## src/rtl/window_avg_absdiff.sv

```systemverilog
// Windowed average of an unsigned sample stream, plus the absolute difference
// between that average and the newest sample of the window. Works either on
// non-overlapping blocks of N samples or on a sliding window of the last N.
module window_avg_absdiff #(
  parameter int W       = 8,
  parameter int LOG2N   = 2,
  parameter bit SLIDING = 1'b0
) (
  input  logic         clk,
  input  logic         rst,
  input  logic         in_valid,
  input  logic [W-1:0] in_data,
  output logic         in_ready,
  output logic         out_valid,
  input  logic         out_ready,
  output logic [W-1:0] avg_out,
  output logic [W-1:0] diff_out,
  output logic         idle
);

  localparam int N  = 1 << LOG2N;
  localparam int SW = W + LOG2N;   // holds N full-scale samples exactly
  localparam int CW = LOG2N + 1;   // count range 0..N
  localparam logic [CW-1:0] N_C = CW'(N);

  logic [CW-1:0] count_q, count_d;
  logic [SW-1:0] sum_q, sum_d;
  logic          valid_q, valid_d;
  logic [W-1:0]  avg_q, avg_d;
  logic [W-1:0]  diff_q, diff_d;

  logic          accept;
  logic          complete;
  logic          full;
  logic [SW-1:0] evict_sub;   // oldest sample leaving the window, or 0
  logic [SW-1:0] total;       // window sum including the current sample
  logic [W-1:0]  avg_new;
  logic [W-1:0]  diff_new;

  // A new sample may enter unless an unconsumed result is being held.
  assign in_ready = !valid_q || out_ready;
  assign accept   = in_valid && in_ready && !rst;
  assign full     = (count_q == N_C);

  generate
    if (SLIDING) begin : g_fifo
      logic [W-1:0]       fifo_q [N];
      logic [LOG2N-1:0]   wr_ptr_q;

      // Once the window is full, the write slot holds the oldest sample.
      assign evict_sub = full ? SW'(fifo_q[wr_ptr_q]) : '0;

      // Circular sample history; overwritten in arrival order.
      always_ff @(posedge clk) begin
        if (rst) begin
          for (int i = 0; i < N; i++) fifo_q[i] <= '0;
          wr_ptr_q <= '0;
        end else if (accept) begin
          fifo_q[wr_ptr_q] <= in_data;
          wr_ptr_q         <= wr_ptr_q + 1'b1;
        end
      end
    end else begin : g_no_fifo
      assign evict_sub = '0;
    end
  endgenerate

  // Modular arithmetic is fine here: the true window sum always fits in SW bits.
  assign total    = sum_q + SW'(in_data) - evict_sub;
  assign avg_new  = total[SW-1:LOG2N];
  assign diff_new = (avg_new >= in_data) ? (avg_new - in_data) : (in_data - avg_new);

  // Window bookkeeping and result/handshake next state.
  always_comb begin
    count_d  = count_q;
    sum_d    = sum_q;
    complete = 1'b0;
    valid_d  = valid_q;
    avg_d    = avg_q;
    diff_d   = diff_q;

    if (accept) begin
      if (SLIDING) begin
        sum_d    = total;
        complete = (count_q >= N_C - 1'b1);
        if (!full) count_d = count_q + 1'b1;
      end else if (count_q == N_C - 1'b1) begin
        complete = 1'b1;
        count_d  = '0;
        sum_d    = '0;
      end else begin
        count_d = count_q + 1'b1;
        sum_d   = total;
      end
    end

    if (complete) begin
      valid_d = 1'b1;
      avg_d   = avg_new;
      diff_d  = diff_new;
    end else if (valid_q && out_ready) begin
      valid_d = 1'b0;
    end
  end

  // State registers; reset discards the partial window and any pending result.
  always_ff @(posedge clk) begin
    if (rst) begin
      count_q <= '0;
      sum_q   <= '0;
      valid_q <= 1'b0;
      avg_q   <= '0;
      diff_q  <= '0;
    end else begin
      count_q <= count_d;
      sum_q   <= sum_d;
      valid_q <= valid_d;
      avg_q   <= avg_d;
      diff_q  <= diff_d;
    end
  end

  assign out_valid = valid_q;
  assign avg_out   = avg_q;
  assign diff_out  = diff_q;
  assign idle      = (count_q == '0) && !valid_q;

endmodule

```

## config.mk

```make
export PLATFORM = sky130hd
export DESIGN_NAME = window_avg_absdiff
export DESIGN_NICKNAME = d
export VERILOG_FILES = /design/src/rtl/window_avg_absdiff.sv
export SDC_FILE = /design/constraint.sdc
export NUM_CORES = 1
export LEC_CHECK = 0
export ABC_AREA = 1
export CORE_MARGIN = 1
export CORE_UTILIZATION = 57
export CTS_CLUSTER_DIAMETER = 60
export DETAILED_ROUTE_END_ITERATION = 12
export GPL_TIMING_DRIVEN = 0
export PLACE_DENSITY = 0.83
export SLEW_MARGIN = 20
export SYNTH_ARGS = -nofsm -noshare
export SYNTH_HDL_FRONTEND = slang
export SYNTH_SLANG_ARGS = --single-unit
```

## constraint.sdc

```tcl
create_clock -name clk -period 8.3 [get_ports clk]
set_input_delay 1.66 -clock clk [delete_from_list [all_inputs] [get_ports clk]]
set_output_delay 1.66 -clock clk [all_outputs]
set_load 0.02 [all_outputs]
```

==> impl_metrics.ini, run 1 <==
[timing]
setup-violations-final = 0
worstMarginPinSlew_ns = 0.461
max-slew-margin-rel_pct = 68.9
timing.final.crit_share_pct = 60.9
period_minus_slack_ns = 5.05
rsz0062_at_grt = false
timing.fmax_mhz = 198
slew_viol_final = 0
hold_viol = 0
finalSetupTns_ns = 0
fin_skew_ns = 0.00800

[placement]
place_congestion = 0.934
port_buffers = 30
dpl.hpwl_mm = 3.99

[pwr]
p_leak_nw = 1.34
power.density_nw_per_um2 = 158
ir_drop_uv = 104

[yosys]
synth_ff_type = dfxtp_1
async_flop_share_pct = 0
synth_nets = 356
synth-seq-cells = 30
yosysUniqueCellTypes = 36
synth_most_common_cell = nand2_1
synth_common_cells = nand2_1 (81), inv_1 (48), dfxtp_1 (30)
synth.top_cell.area_share_pct = 27.5
netlist_top_cells_area = dfxtp_1 (27%), nand2_1 (14%), ha_1 (14%), inv_1 (8.2%), a21oi_1 (6.4%)
syn-cell-area_um2 = 2180
synthCells = 317
ys_warn_count = 0
syn_area_per_cell_um2 = 6.89
yosysSeqAreaShare_pct = 27.5
synth.largest_area_cell = dfxtp_1
synth_edf_count = 0

[layout]
antennaDiodeCount = 0
fillCellCount = 311
fin_nets = 393
area_delta_synth_final_pct = 20.7
drive_gt1_share_pct = 8.45
final_util_pct = 72.0

[cts]
clkSinkCount = 30
cts_hold_buf = 0
path_clk_slew_ns = 0.06
clockBufferDepth = 2
cts_made_buffers = 5
cts_tree = done
root_buffer = clkbuf_8
cts_resized = 0
clk_latency_ns = 0.29
htreeDepth = 2
post_cts_buffers = 0

[global_routing]
grt.total_usage_pct = 27.7
grt_pass1_wl_mm = 8.74
grt_pass1_vias = 1991
grt_max_degree = 11
grt_antenna_before_repair = 0
grt.overflow.total = 0

[status]
run_status = completed

[setup_path]
cp_max_fo = 8
critical_path_class = primary input to flip-flop
start_kind = primary input
critPathArrivalTime_ns = 5.24
required_ns = 8.49
end_kind = flip-flop
reg2reg_slack_ns = 4.87

[route]
viasPerCell = 5.30
antenna_left = 0
remaining_drc_errors = 0
wl_per_cell_um = 12.6
dr.first_iter.drc_count = 131
drt_pass1_iterations = 4
num_vias = 2137
wirelength_mm = 5.06

[floorplanning]
die_h_um = 63.9
fp-row-count = 22
die_w_um = 63.9
start_util_pct = 59.7
core_area_um2 = 3660
io_pins = 31
die_area_um2 = 4080

[min_path]
hold_class = flip-flop to flip-flop

[job]
cap_viol_max_count = 0
## kinds of logic (layout without fill, tap and decap cells)
logic type	count (synthesis)	count (layout)	share of synthesized area, %
xor gates and xnor gates	8	8	3.21
AOI/OAI and AO/OA	66	66	17.0
DFF	30	30	27.5
and+or+nand+nor	127	127	25.0
buffers and inverters	59	97	10.8
adders and majority gates	27	27	16.5
## metrics by stage
stage	cells	hold WS [ns]	total power, W	worst slack (ns)	instance area (um^2)
after global placement	395	0.446	0.000289	3.06	2540
after floorplan	317	0.432	0.000257	3.94	2180
after global routing	403	0.470	0.000443	2.95	2640
after CTS	403	0.455	0.000416	3.28	2640
final	403	0.454	0.000415	3.25	2640
after detailed placement	395	0.445	0.000292	3.01	2540
## report_power, final
group          switching (W)  total (W)  internal (W)  leakage (nW)
Combinational      0.0000874   0.000141     0.0000535          1.04
Sequential        0.00000238   0.000151      0.000148         0.243
Clock              0.0000570   0.000124     0.0000668        0.0482
Total               0.000147   0.000415      0.000269          1.34
## cells in the final DEF (no fill, tap or decap), types with 4 or more instances in the layout
cell type	count
inv_2	4
clkdlybuf4s50_1	30
nand2_1	81
ha_1	24
o21ai_1	4
nor2_1	16
o21ai_0	19
xor2_1	7
inv_1	48
nand3_1	15
dfxtp_1	30
clkbuf_8	6
a21oi_1	28
## layout make-up
class	count	area [um^2]	share of cell area, %
Multi-Input combinational cell	228	1350	51.1
Inverter	53	201	7.64
Clock buffer	7	86.3	3.27
Tap cell	48	60.1	2.28
Clock inverter	1	5.00	0.190
Sequential cell	30	601	22.8
Buffer	6	35.0	1.33
Timing Repair Buffer	30	300	11.4
## state kept, by name (all words and copies together) (netlist names)
name	flops
sum_q	10
avg_out	8
diff_out	8
count_q	3
out_valid	1
## critical path, stage by stage
cell and delay, ns:
clkdlybuf4s50_1 0.60, inv_1 0.17, fa_1 0.50, o21ai_2 0.21
a21oi_1 0.08, o21ai_0 0.18, nand2_1 0.07, nand2_1 0.12
inv_1 0.08, ha_1 0.27, buf_4 0.15, nand2_2 0.09
nor3_2 0.18, nand4_1 0.14, nand3_2 0.19, inv_4 0.08
or2_1 0.22, nand3_1 0.09, nand3_1 0.07, nand2_1 0.06
inv_1 0.03
## final timing paths
check,from,depth (start not counted),end
worst max-delay path,in_data[1],21,diff_out[5]$_SDFFE_PP0P_
worst min-delay path,count_q[2]$_SDFFE_PP0P_,2,count_q[2]$_SDFFE_PP0P_
worst max register to register,sum_q[0]$_SDFFE_PP0P_,21,diff_out[5]$_SDFFE_PP0P_
worst min register to register,count_q[2]$_SDFFE_PP0P_,2,count_q[2]$_SDFFE_PP0P_
## layer usage
| layer | global-route usage [%] | wire length [um] | vias to the layer above |
|---|---|---|---|
| li1 | - | - | 1096 |
| met1 | 33.2 | 2300 | 983 |
| met2 | 48.3 | 2400 | 47 |
| met3 | 5.18 | 238 | 11 |
| met4 | 11.4 | 125 | 0 |
| met5 | 0 | 0 | - |
Note: power is estimated with default switching activity, not from simulation.
==> run 2, diff against run 1 <==
CORE_UTILIZATION = 49   (was 57)
PLACE_DENSITY = 0.76   (was 0.83)
clock period = 4.6 ns   (was 8.3 ns; I/O delays follow)
==> run 2 against run 1 <==
Effect of this change:
- sequential share of layout area shrank 0.27 points
- largest cell class unchanged
- critical path depth unchanged
- setup slack got worse by 2.9 ns
==> impl_metrics.ini, run 2 (synthesis gave the netlist of run 1 again) <==
[cts]
cts_tree = done
path_clk_slew_ns = 0.06
cts_made_buffers = 5
post_cts_buffers = 0
clockBufferDepth = 2
htreeDepth = 2
root_buffer = clkbuf_8
cts_hold_buf = 0
clkSinkCount = 30
clk_latency_ns = 0.28
cts_resized = 0

[pwr]
fin_total_pwr_w = 0.000796
swShare_pct = 32.5
ir_drop_uv = 148
power_frac_seq_pct = 34.2
switchingPower_w = 0.000258
clkPwrFrac_pct = 34.3
comb_power_share_pct = 31.5
p_int_w = 0.000538
p_leak_nw = 1.35
power.density_nw_per_um2 = 298

[setup_path]
critical_path_class = primary input to flip-flop
start_kind = primary input
end_kind = flip-flop
r2r_cells = 21
critPathArrivalTime_ns = 4.46
cp_max_fo = 8
required_ns = 4.79

[route]
antenna_left = 0
wirelength_mm = 4.92
num_vias = 2030
remaining_drc_errors = 0
dr.first_iter.drc_count = 107
drt_pass1_iterations = 5
viasPerCell = 5.02
wl_per_cell_um = 12.2

[timing]
hold_slack_ns = 0.456
slew_viol_final = 0
worstMarginPinSlew_ns = 0.478
fin_skew_ns = 0.00418
timing.final.crit_share_pct = 93.0
finalSetupTns_ns = 0
max-slew-margin-rel_pct = 68.2
timing.fmax_mhz = 234
period_minus_slack_ns = 4.28
setup-violations-final = 0
hold_viol = 0
rsz0062_at_grt = false

[job]
cap_viol_max_count = 0

[placement]
placed_cells = 397
place_congestion = 0.906
port_buffers = 30
dpl.hpwl_mm = 3.97
place_area_um2 = 2550

[global_routing]
grt_pass1_wl_mm = 7.94
grt_busiest_layer = met2
use_met2_pct = 38.2
grt.overflow.total = 0
grt.total_usage_pct = 23.6
met3_usage_pct = 5.43
grt_max_degree = 11
grt_pass1_vias = 1776
use_met1_pct = 29.8
grt_antenna_before_repair = 0

[floorplanning]
die_h_um = 68.8
die_area_um2 = 4730
fp-row-count = 23
die_w_um = 68.8
io_pins = 31
core_area_um2 = 4140
start_util_pct = 52.7

[layout]
final_cells = 404
fin_nets = 393
final_cell_area_um2 = 2670
largest_reg_flops = 10
area_delta_synth_final_pct = 22.1
drive_gt1_share_pct = 8.47
antennaDiodeCount = 0
mostFrequentLayoutCell = nand2_1
regMostFlops = sum_q
final_cell_mix = nand2_1 (81), inv_1 (48), dfxtp_1 (30), clkdlybuf4s50_1 (30), a21oi_1 (28)

[min_path]
worstHoldPathCells = 2
hold_class = flip-flop to flip-flop

[status]
run_status = completed
## run 2: final cells by class
type                            instances  area, um^2
Buffer                                  6        35.0
Clock buffer                            6        82.6
Clock inverter                          1        30.0
Fill cell                             388        1480
Inverter                               53         201
Multi-Input combinational cell        228        1360
Sequential cell                        30         601
Tap cell                               50        62.6
Timing Repair Buffer                   30         300
## run 2: through the flow
stage / utilization, % / setup WS [ns]
2_1_floorplan: - / 0.983
3_3_place_gp: 61.5 / 0.0478
3_5_place_dp: 61.5 / 0.0372
4_1_cts: 64.2 / 0.302
5_1_grt: 64.4 / 0.00810
6_report: 64.4 / 0.324
## run 2: path summary, 6_finish.rpt
| path | from | endpoint | slack (ns) |
|---|---|---|---|
| setup / recovery | in_data[1] | diff_out[5]$_SDFFE_PP0P_ | 0.32 |
| hold / removal | count_q[2]$_SDFFE_PP0P_ | count_q[2]$_SDFFE_PP0P_ | 0.46 |
| setup reg to reg | sum_q[0]$_SDFFE_PP0P_ | diff_out[5]$_SDFFE_PP0P_ | 1.20 |
| hold reg to reg | count_q[2]$_SDFFE_PP0P_ | count_q[2]$_SDFFE_PP0P_ | 0.46 |
## run 2: critical path, cell delays in order
cell and delay [ns]:
clkdlybuf4s50_1 0.60, inv_1 0.18, fa_1 0.51, o21ai_2 0.21
a21oi_1 0.09, o21ai_1 0.15, nand2_1 0.06, nand2_1 0.11
inv_1 0.09, ha_1 0.28, buf_4 0.15, nand2_2 0.08
nor3_2 0.15, nand4_1 0.17, nand3_4 0.18, inv_4 0.07
or2_1 0.22, nand3_1 0.09, nand3_1 0.07, nand2_1 0.06
inv_1 0.03
## run 2: power by group through the flow
stage	sequential, W	combinational (W)	clock (W)
after global placement	0.000278	0.000246	0
final	0.000272	0.000251	0.000273
after CTS	0.000272	0.000249	0.000281
after floorplan	0.000279	0.000184	0
after detailed placement	0.000278	0.000248	0
after global routing	0.000273	0.000288	0.000290
## run 2: metal layers
layer / wire, um / up-vias / share of wire, %
li1: - / 1093 / -
met1: 2380 / 887 / 48
met2: 2230 / 41 / 45
met3: 185 / 9 / 3.8
met4: 123 / 0 / 2.5
met5: 0 / - / 0
==> run 3, diff against run 2 <==
CORE_MARGIN = 2   (was 1)
==> run 3 against run 2 <==
Effect of this change:
- sequential share of layout area is 0.074 points higher
- clock power decreased by 2%
- total power is 0.27% lower
- core utilization fell by 2.9 points
- largest cell class unchanged
==> impl_metrics.ini, run 3 (synthesis gave the netlist of run 1 again) <==
[setup_path]
cp-endpoint = diff_out[5]$_SDFFE_PP0P_
r2r_cells = 21
required_ns = 4.80
r2r_end = diff_out[5]$_SDFFE_PP0P_
start_kind = primary input
cp_max_fo = 8
path_buf_inv = 6
cp_cell_sequence = clkdlybuf4s50_1 > ha_1 > inv_1 > fa_1 > o21ai_2 > a21oi_1 > o21ai_0 > nand2_1 > nand2_1 > inv_1 > ha_1 > buf_4 > nand2_2 > nor3_2 > nand4_1 > nand3_2 > inv_4 > or2_1 > nand3_1 > nand3_1 > nand2_1 > inv_1
cp.depth = 22
slowest_stage = clkdlybuf4s50_1
startpoint = in_data[0]
end_kind = flip-flop
critPathArrivalTime_ns = 4.49
crit_family = simple AND/OR/NAND/NOR gates
max_stage_delay_ns = 0.54
critical_path_class = primary input to flip-flop
reg2reg_from = sum_q[0]$_SDFFE_PP0P_
reg2reg_slack_ns = 1.16

[placement]
dpl.hpwl_mm = 4.21
pre_cts_slack_ns = 0.0216
place_congestion = 0.888
port_buffers = 30

[cts]
path_clk_slew_ns = 0.07
cts_hold_buf = 0
cts_resized = 0
clockBufferDepth = 2
root_buffer = clkbuf_8
clk_latency_ns = 0.29
clkSinkCount = 30
cts_made_buffers = 5
cts_tree = done
post_cts_buffers = 0
htreeDepth = 2

[layout]
area_delta_synth_final_pct = 21.7
antennaDiodeCount = 0
final_util_pct = 61.5
mostFrequentLayoutCell = nand2_1
final_cell_mix = nand2_1 (81), inv_1 (47), dfxtp_1 (30), clkdlybuf4s50_1 (30), a21oi_1 (28)
fin_nets = 393
drive_gt1_share_pct = 9.01
regMostFlops = sum_q
largest_reg_flops = 10

[timing]
period_minus_slack_ns = 4.29
max-slew-margin-rel_pct = 68.2
fin_skew_ns = 0.00819
hold_viol = 0
setup-violations-final = 0
slew_viol_final = 0
setup_slack_ns = 0.308
rsz0062_at_grt = false
finalSetupTns_ns = 0
timing.final.crit_share_pct = 93.3
timing.fmax_mhz = 233
worstMarginPinSlew_ns = 0.473

[global_routing]
grt_max_degree = 11
grt_pass1_wl_mm = 8.96
grt_antenna_before_repair = 0
grt.total_usage_pct = 22.8
grt_pass1_vias = 1987
grt.overflow.total = 0

[floorplanning]
start_util_pct = 50.5
io_pins = 31
fp-row-count = 24
die_w_um = 70.8
core_area_um2 = 4320
die_area_um2 = 5010
die_h_um = 70.8

[route]
drt_pass1_iterations = 4
dr.first_iter.drc_count = 114
antenna_left = 0
wirelength_mm = 5.28
remaining_drc_errors = 0
viasPerCell = 5.15
wl_per_cell_um = 13.0
num_vias = 2095

[pwr]
ir_drop_uv = 185
fin_total_pwr_w = 0.000794
p_leak_nw = 1.34
power.density_nw_per_um2 = 299

[status]
run_status = completed

[job]
cap_viol_max_count = 0

[min_path]
hold_class = flip-flop to flip-flop
==> run 3: cell types whose count changed in the layout (fill, tap and decap cells not counted) <==
cell      delta
clkbuf_8     -1
inv_2        +1
inv_1        -1
o21ai_0      +1
nand3_4      -1
clkinv_2     +2
nand3_2      +1
o21ai_1      -1
==> run 3: layout make-up <==
cell class                      count  area [um^2]
Clock inverter                      3         40.0
Inverter                           53          201
Sequential cell                    30          601
Multi-Input combinational cell    228         1350
Timing Repair Buffer               30          300
Fill cell                         430         1670
Tap cell                           52         65.1
Clock buffer                        5         68.8
Buffer                              6         35.0
==> run 3: how the worst min path moves through the flow <==
stage               cells past startpoint                      end  slack (ns)                     from
floorplan                               2  count_q[2]$_SDFFE_PP0P_        0.43  count_q[2]$_SDFFE_PP0P_
global placement                        2  count_q[2]$_SDFFE_PP0P_        0.45  count_q[2]$_SDFFE_PP0P_
detailed placement                      2  count_q[2]$_SDFFE_PP0P_        0.44  count_q[2]$_SDFFE_PP0P_
CTS                                     2  count_q[2]$_SDFFE_PP0P_        0.46  count_q[2]$_SDFFE_PP0P_
global route                            2  count_q[2]$_SDFFE_PP0P_        0.47  count_q[2]$_SDFFE_PP0P_
finish                                  2  count_q[2]$_SDFFE_PP0P_        0.45  count_q[2]$_SDFFE_PP0P_
==> run 3: tightest hold or removal path, stage by stage (launching register included) <==
cell	delay [ns]
dfxtp_1	0.31
nand3_1	0.07
inv_1	0.03
==> run 3: routing by layer <==
metal  up-vias  wire, um  track usage (%)
met5         -         0                0
met4         0        59             6.92
met2        43      2560             39.1
met1       946      2440             28.3
li1       1100         -                -
met3         6       218             5.56
==> run 3: power by group <==
group	leakage, nW	internal, W	switching [W]
registers	0.243	0.000268	0.00000420
clock network	0.0579	0.000159	0.000109
logic	1.04	0.0000967	0.000157
==> run 3: metrics by stage <==
stage | instances | hold WS, ns | cell area [um^2]
6_report | 407 | 0.454 | 2660
5_1_grt | 407 | 0.472 | 2660
4_1_cts | 407 | 0.456 | 2660
3_5_place_dp | 399 | 0.445 | 2550
3_3_place_gp | 399 | 0.446 | 2550
2_1_floorplan | 317 | 0.432 | 2180
